`config.mk`:
```
export PLATFORM = sky130hd
export DESIGN_NAME = stopwatch_counter
export DESIGN_NICKNAME = d
export VERILOG_FILES = /design/src/rtl/stopwatch_counter.sv
export SDC_FILE = /design/constraint.sdc
export NUM_CORES = 1
export LEC_CHECK = 0
export CORE_UTILIZATION = 40
export DETAILED_ROUTE_END_ITERATION = 6
export HOLD_SLACK_MARGIN = 0.02
export SYNTH_ARGS = -nofsm -noshare
export SYNTH_HDL_FRONTEND = slang
export SYNTH_SLANG_ARGS = --single-unit
```
`constraint.sdc`:
```
create_clock -name master_clock -period 4.5 [get_ports master_clock]
set_clock_uncertainty 0.2 [all_clocks]
set_input_delay 1.125 -clock master_clock [delete_from_list [all_inputs] [get_ports master_clock]]
set_output_delay 1.125 -clock master_clock [all_outputs]
set_load 0.02 [all_outputs]
```
`src/rtl/stopwatch_counter.sv`:
```
// Time-keeping core of the lab3 stopwatch: MM:SS held as four BCD digits,
// with pause/resume and a per-field adjust mode driven by sampled divider outputs.
module stopwatch_counter #(
    parameter int MIN_MAX = 99,
    parameter int SEC_MAX = 59
) (
    input  logic       master_clock,
    input  logic       rst,
    input  logic       clock1hz,
    input  logic       clock_adjust,
    input  logic       pause,
    input  logic       adj,
    input  logic       sel,
    output logic [3:0] min_tens,
    output logic [3:0] min_ones,
    output logic [3:0] sec_tens,
    output logic [3:0] sec_ones,
    output logic       paused
);

    localparam logic [3:0] MIN_MAX_T = 4'(MIN_MAX / 10);
    localparam logic [3:0] MIN_MAX_O = 4'(MIN_MAX % 10);
    localparam logic [3:0] SEC_MAX_T = 4'(SEC_MAX / 10);
    localparam logic [3:0] SEC_MAX_O = 4'(SEC_MAX % 10);

    // A field is treated as "at max" for anything at or beyond its limit, so a
    // corrupted value still wraps back to a legal 00.
    function automatic logic bcd_at_max(input logic [7:0] v,
                                        input logic [3:0] max_t,
                                        input logic [3:0] max_o);
        return (v[7:4] > max_t) || ((v[7:4] == max_t) && (v[3:0] >= max_o));
    endfunction

    function automatic logic [7:0] bcd_inc(input logic [7:0] v,
                                           input logic [3:0] max_t,
                                           input logic [3:0] max_o);
        logic [3:0] tens_next;
        logic [3:0] ones_next;
        tens_next = v[7:4];
        ones_next = v[3:0] + 4'd1;
        if (bcd_at_max(v, max_t, max_o)) begin
            tens_next = 4'd0;
            ones_next = 4'd0;
        end else if (v[3:0] >= 4'd9) begin
            tens_next = v[7:4] + 4'd1;
            ones_next = 4'd0;
        end
        return {tens_next, ones_next};
    endfunction

    logic       hz_s1_q, hz_s1_d, hz_s2_q, hz_s2_d;
    logic       ca_s1_q, ca_s1_d, ca_s2_q, ca_s2_d;
    logic       pz_s1_q, pz_s1_d, pz_s2_q, pz_s2_d;
    logic [7:0] min_q, min_d;
    logic [7:0] sec_q, sec_d;
    logic       paused_q, paused_d;
    logic       hz_tick, adj_tick, pause_tick;

    always_comb begin
        hz_s1_d    = clock1hz;
        hz_s2_d    = hz_s1_q;
        ca_s1_d    = clock_adjust;
        ca_s2_d    = ca_s1_q;
        pz_s1_d    = pause;
        pz_s2_d    = pz_s1_q;

        hz_tick    = hz_s1_q & ~hz_s2_q;
        adj_tick   = ca_s1_q & ~ca_s2_q;
        pause_tick = pz_s1_q & ~pz_s2_q;

        min_d      = min_q;
        sec_d      = sec_q;
        paused_d   = paused_q ^ pause_tick;

        // The 1 Hz tick sees the old paused value; a same-cycle toggle lands next cycle.
        if (!adj) begin
            if (hz_tick && !paused_q) begin
                sec_d = bcd_inc(sec_q, SEC_MAX_T, SEC_MAX_O);
                if (bcd_at_max(sec_q, SEC_MAX_T, SEC_MAX_O)) begin
                    min_d = bcd_inc(min_q, MIN_MAX_T, MIN_MAX_O);
                end
            end
        end else if (adj_tick) begin
            if (sel) begin
                sec_d = bcd_inc(sec_q, SEC_MAX_T, SEC_MAX_O);
            end else begin
                min_d = bcd_inc(min_q, MIN_MAX_T, MIN_MAX_O);
            end
        end
    end

    always_ff @(posedge master_clock) begin
        if (rst) begin
            hz_s1_q  <= 1'b0;
            hz_s2_q  <= 1'b0;
            ca_s1_q  <= 1'b0;
            ca_s2_q  <= 1'b0;
            pz_s1_q  <= 1'b0;
            pz_s2_q  <= 1'b0;
            min_q    <= 8'h00;
            sec_q    <= 8'h00;
            paused_q <= 1'b0;
        end else begin
            hz_s1_q  <= hz_s1_d;
            hz_s2_q  <= hz_s2_d;
            ca_s1_q  <= ca_s1_d;
            ca_s2_q  <= ca_s2_d;
            pz_s1_q  <= pz_s1_d;
            pz_s2_q  <= pz_s2_d;
            min_q    <= min_d;
            sec_q    <= sec_d;
            paused_q <= paused_d;
        end
    end

    assign min_tens = min_q[7:4];
    assign min_ones = min_q[3:0];
    assign sec_tens = sec_q[7:4];
    assign sec_ones = sec_q[3:0];
    assign paused   = paused_q;

endmodule

```
==> impl_metrics.toml, run 1 <==
[worst_setup_path]
path_class = "in2reg"
worstSetupStartpointType = "primary input"
r2r_cells = 7
cp-startpoint = "adj"
r2r_end = "min_q[7]"
worst_setup_path_end_kind = "register"
r2r_slack_ns = 2.14
worstPathArrival_ns = 2.87
required_ns = 4.51
critPathMaxFanout = 7
worstReg2RegStart = "min_q[1]"

[layout]
area_growth_pct = 24.3
nNetsFinal = 170
fin_cells = 181
fillers = 252
drive_gt1_share_pct = 7.33
diodes = 0

[floorplanning]
start_util_pct = 42.6
die_w_um = 56.5
die-area_um2 = 3190
die_height_um = 56.5
coreArea_um2 = 2780
rows = 19
boundaryPins = 24

[timing]
hold_viol_final = 0
worst_pin_slew_ns = 0.780
setup_violations = 0
rsz0062_at_grt = "false"
max-slew-margin-rel_pct = 47.8
fin_crit_ns = 2.86
fin_hold_ws_ns = 0.268
setup_tns_ns = 0
clock.fmax_ghz = 0.350
slew_violations = 0
fin_crit_sh_pct = 63.5

[routing]
wl_per_cell_um = 12.3
ant_nets = 0
vias_per_cell = 5.30
num_vias = 959
finalWirelength_um = 2230
drtPass1Iterations = 4
drt_iter0_drc = 24
drc = 0

[place]
hpwl_um = 1690
place_congestion = 0.825
io_buffers = 23
dp_cells = 177

[clock_network]
post_cts_buffers = 0
clkSlewWorstSetupHoldPaths_ns = 0.12
cts_buffer_depth = 2
htree_levels = 1
cts_resized = 0
cts_inserted_buffers = 3
cts.sinks = 23
holdBufCountCts = 0
cts_tree = "yes"
clock_latency_ns = 0.30
root_buffer = "clkbuf_4"

[synthesis]
synth_area_leaders = "dfxtp_1 (39%), ha_1 (13%), nor2b_1 (4.2%)"
avgSynthCellArea_um2 = 9.49
syn_area_um2 = 1190
yosysSeqAreaShare_pct = 38.8
netlist_instances = 125
syn-num-nets = 144
yosys_warnings = 0
synth_cell_types = 35
yosys.area.top_type_share_pct = 38.8
synth.largest_area_cell = "dfxtp_1"
ys_ff_latch = 23

[min_path]
hold_end = "pz_s2_q"
hold_start = "pz_s1_q"
min_path_cells = 1
hold_path_class = "reg2reg"

[global_routing]
grt_antenna_before_repair = 0
grt_max_degree = 23
overflow = 0
grt_pass1_wl_um = 3990
grt_pass1_vias = 947
grt_usage_pct = 15.5

[outcome]
outcome = "completed"

[power]
ir_worst_vdd_mv = 0.185
power_density_nw_per_um2 = 232
leakagePower_uw = 0.000539

[flow_run]
maxCapViolCount = 0
==> registers in the layout, summed over array words and instances (netlist names) <==
register  flops
hz_s2_q       1
ca_s1_q       1
paused        1
pz_s1_q       1
min_q         8
pz_s2_q       1
hz_s1_q       1
sec_q         8
ca_s2_q       1
==> worst max-delay path: stages <==
cell and delay (ns):
clkdlybuf4s50_1 0.47, nor4b_4 0.42, nor2_1 0.11, a211oi_2 0.37
a41oi_1 0.17, a211oi_1 0.22
==> metal layers <==
layer  track usage, %  wire length, µm
met5                0                0
met4             7.32               17
met2             26.9             1120
met3             2.53               59
met1             18.3             1040
==> where the power goes <==
group          internal (µW)  switching [µW]  total [µW]
Sequential               208            4.56         213
Combinational           18.8            16.9        35.6
Clock                   34.5            58.5        93.0
==> layout make-up <==
cell class / instances / area [µm²] / area share, %
repair buffers: 23 / 230 / 15.6
inverters: 11 / 41.3 / 2.80
flip-flops and latches: 23 / 460 / 31.2
clock buffers: 4 / 26.3 / 1.78
well taps: 31 / 38.8 / 2.63
multi-input cells: 89 / 677 / 45.9
==> worst max-delay path by stage <==
stage | endpoint | slack [ns] | cells past startpoint
CTS | min_q[7] | 1.65 | 6
finish | min_q[7] | 1.64 | 6
global placement | min_q[7] | 1.37 | 6
floorplan | min_q[7] | 1.98 | 5
detailed placement | min_q[7] | 1.31 | 6
global route | min_q[7] | 1.50 | 6
==> synthesized netlist by cell type <==
library cell / instances
a221oi_2: 1
nor4b_4: 1
nor2_1: 8
nand3_1: 5
a211oi_2: 1
a21oi_2: 1
o21ai_0: 5
a2bb2oi_1: 1
and4bb_2: 1
o31ai_1: 1
o22ai_1: 1
and3b_1: 1
o21bai_1: 1
dfxtp_1: 23
a211oi_1: 1
nor2_2: 1
and3_1: 1
clkbuf_1: 2
ha_1: 12
a41oi_2: 1
a221o_1: 1
a21o_1: 3
nor2b_1: 8
inv_1: 11
nand2_1: 5
a221oi_1: 1
nor3_1: 5
a21oi_1: 8
nand4b_1: 2
nor3b_1: 2
a41oi_1: 3
xor2_1: 1
mux2i_1: 1
or3b_4: 1
xnor2_1: 4
==> per-stage QoR <==
stage          instance area [µm²]  power (µW)  util, %  setup slack [ns]
5_1_grt                       1470         358     53.0              1.50
6_report                      1470         341     53.0              1.64
4_1_cts                       1470         347     53.0              1.65
2_1_floorplan                 1190         239        -              1.98
3_5_place_dp                  1450         253     52.0              1.31
3_3_place_gp                  1450         253     52.0              1.37
==> cell usage in the layout (no fill, tap or decap), types with 2 or more instances in the layout <==
cell type / count
dfxtp_1: 23
clkdlybuf4s50_1: 23
ha_1: 12
inv_1: 11
a21oi_1: 8
nor2_1: 8
nor2b_1: 8
o21ai_0: 5
nand3_1: 5
nand2_1: 5
nor3_1: 5
xnor2_1: 4
a21o_1: 3
a41oi_1: 3
clkbuf_4: 3
nor3b_1: 2
nand4b_1: 2
==> kinds of logic (layout without fill, tap and decap cells) <==
logic type | count (synthesis) | in the layout | share of synthesized area (%)
AO/OA/AOI/OAI | 30 | 30 | 18.8
XOR/XNOR | 5 | 5 | 3.69
adder cells (fa/ha/maj) | 12 | 12 | 12.7
buffers and inverters | 13 | 38 | 4.11
flip-flops | 23 | 23 | 38.8
multiplexers | 1 | 1 | 0.844
AND/OR/NAND/NOR | 41 | 41 | 21.1
Note: power is estimated with default switching activity, not from simulation.
==> run 2, diff against run 1 <==
==> constraint.sdc (replaced) <==
create_clock -name master_clock -period 2.67 [get_ports master_clock]
set_clock_uncertainty 0.2 [all_clocks]
set_input_delay 0.6675 -clock master_clock [delete_from_list [all_inputs] [get_ports master_clock]]
set_output_delay 0.6675 -clock master_clock [all_outputs]
set_load 0.02 [all_outputs]
==> impl_metrics.toml, run 2 (synthesis gave the netlist of run 1 again) <==
[worst_setup_path]
path_buf_inv = 1
cp_slowest_stage_delay_ns = 0.65
crit_cells = 1
path_class = "reg2out"
required_ns = 1.80
r2r_cells = 7
slowest_stage = "clkdlybuf4s50_1"
critPathMaxFanout = 7
r2r_slack_ns = 0.41
worst_setup_path_end_kind = "output pin"
crit_family = "buffers and inverters"
crit_path_cell_trace = "clkdlybuf4s50_1"
worstPathArrival_ns = 1.43
worstSetupStartpointType = "register"

[layout]
drive_gt1_share_pct = 10.9
fillers = 269
diodes = 0
area_growth_pct = 28.1
seq_area_um2 = 460
final_cell_mix = "dfxtp_1 (23), clkdlybuf4s50_1 (23), ha_1 (12), inv_1 (11)"
nNetsFinal = 176
multi_input_area_um2 = 677
layout_top_registers = "min_q (8), sec_q (8)"

[floorplanning]
coreArea_um2 = 2780
start_util_pct = 42.6
die_height_um = 56.5
boundaryPins = 24
die_w_um = 56.5
rows = 19
die-area_um2 = 3190

[global_routing]
grt_antenna_before_repair = 0
grt_usage_pct = 17.2
grt_max_degree = 14
overflow = 0
grt_pass1_vias = 997
grt_pass1_wl_um = 4360

[routing]
drt_iter0_drc = 31
vias_per_cell = 5.30
drtPass1Iterations = 4
wl_per_cell_um = 12.8
finalWirelength_um = 2400
drc = 0
ant_nets = 0
num_vias = 991

[timing]
fin_crit_ns = 2.30
worst_pin_slew_ns = 0.446
fin_hold_ws_ns = 0.270
clock.fmax_ghz = 0.434
fin_crit_sh_pct = 86.2
setup_tns_ns = 0
slew_violations = 0
rsz0062_at_grt = "false"
hold_viol_final = 0
max-slew-margin-rel_pct = 70.3
setup_violations = 0

[flow_run]
maxCapViolCount = 0

[min_path]
min_path_cells = 1
hold_path_class = "reg2reg"

[place]
place_congestion = 0.840
hpwl_um = 1880
io_buffers = 23

[clock_network]
cts.sinks = 23
htree_levels = 1
post_cts_buffers = 0
holdBufCountCts = 0
cts_tree = "yes"
root_buffer = "clkbuf_4"
cts_buffer_depth = 2
clock_latency_ns = 0.30
cts_resized = 0
clkSlewWorstSetupHoldPaths_ns = 0.12
cts_inserted_buffers = 3

[outcome]
outcome = "completed"

[power]
ir_worst_vdd_mv = 0.221
power_density_nw_per_um2 = 382
leakagePower_uw = 0.000569
[run 2: metrics by stage]
step / total power [µW] / cell area, µm² / cells / worst slack [ns] / utilization [%]
after floorplan: 403 / 1190 / 125 / 0.417 / -
after global placement: 429 / 1490 / 183 / 0.157 / 53.7
after detailed placement: 431 / 1490 / 183 / 0.0885 / 53.7
after CTS: 588 / 1520 / 187 / 0.357 / 54.6
after global routing: 612 / 1520 / 187 / 0.240 / 54.6
final: 580 / 1520 / 187 / 0.368 / 54.6
[run 2: cell type report]
type | instances | area share [%]
timing repair buffer | 29 | 18.1
tap | 31 | 2.55
clock buffer | 4 | 1.73
multi-input combinational | 89 | 44.6
inverter | 11 | 2.72
sequential | 23 | 30.3
[run 2: per-layer routing]
metal | wire length, µm | track usage [%]
met5 | 0 | 0
met4 | 39 | 7.67
met3 | 59 | 2.07
met2 | 1140 | 28.7
met1 | 1160 | 22.0
[run 2: final timing paths]
check,from,end
worst min register to register,hz_s1_q,hz_s2_q
worst max register to register,sec_q[1],min_q[3]
worst min-delay path,hz_s1_q,hz_s2_q
worst max-delay path,sec_q[6],sec_tens[2]
[run 2: where the power goes]
group          total (µW)  switching [µW]  internal [µW]
combinational        64.5            30.1           34.4
sequential            358            7.27            351
clock                 157            99.4           58.1
==> run 3, diff against run 2 <==
--- a/config.mk
+++ b/config.mk
@@ -7,7 +7,7 @@
 export LEC_CHECK = 0
 export CORE_UTILIZATION = 40
 export DETAILED_ROUTE_END_ITERATION = 6
-export HOLD_SLACK_MARGIN = 0.02
+export HOLD_SLACK_MARGIN = 0.08
 export SYNTH_ARGS = -nofsm -noshare
 export SYNTH_HDL_FRONTEND = slang
 export SYNTH_SLANG_ARGS = --single-unit
==> results of run 3 <==
Final layout, timing and power as in run 2 (identical DEF).
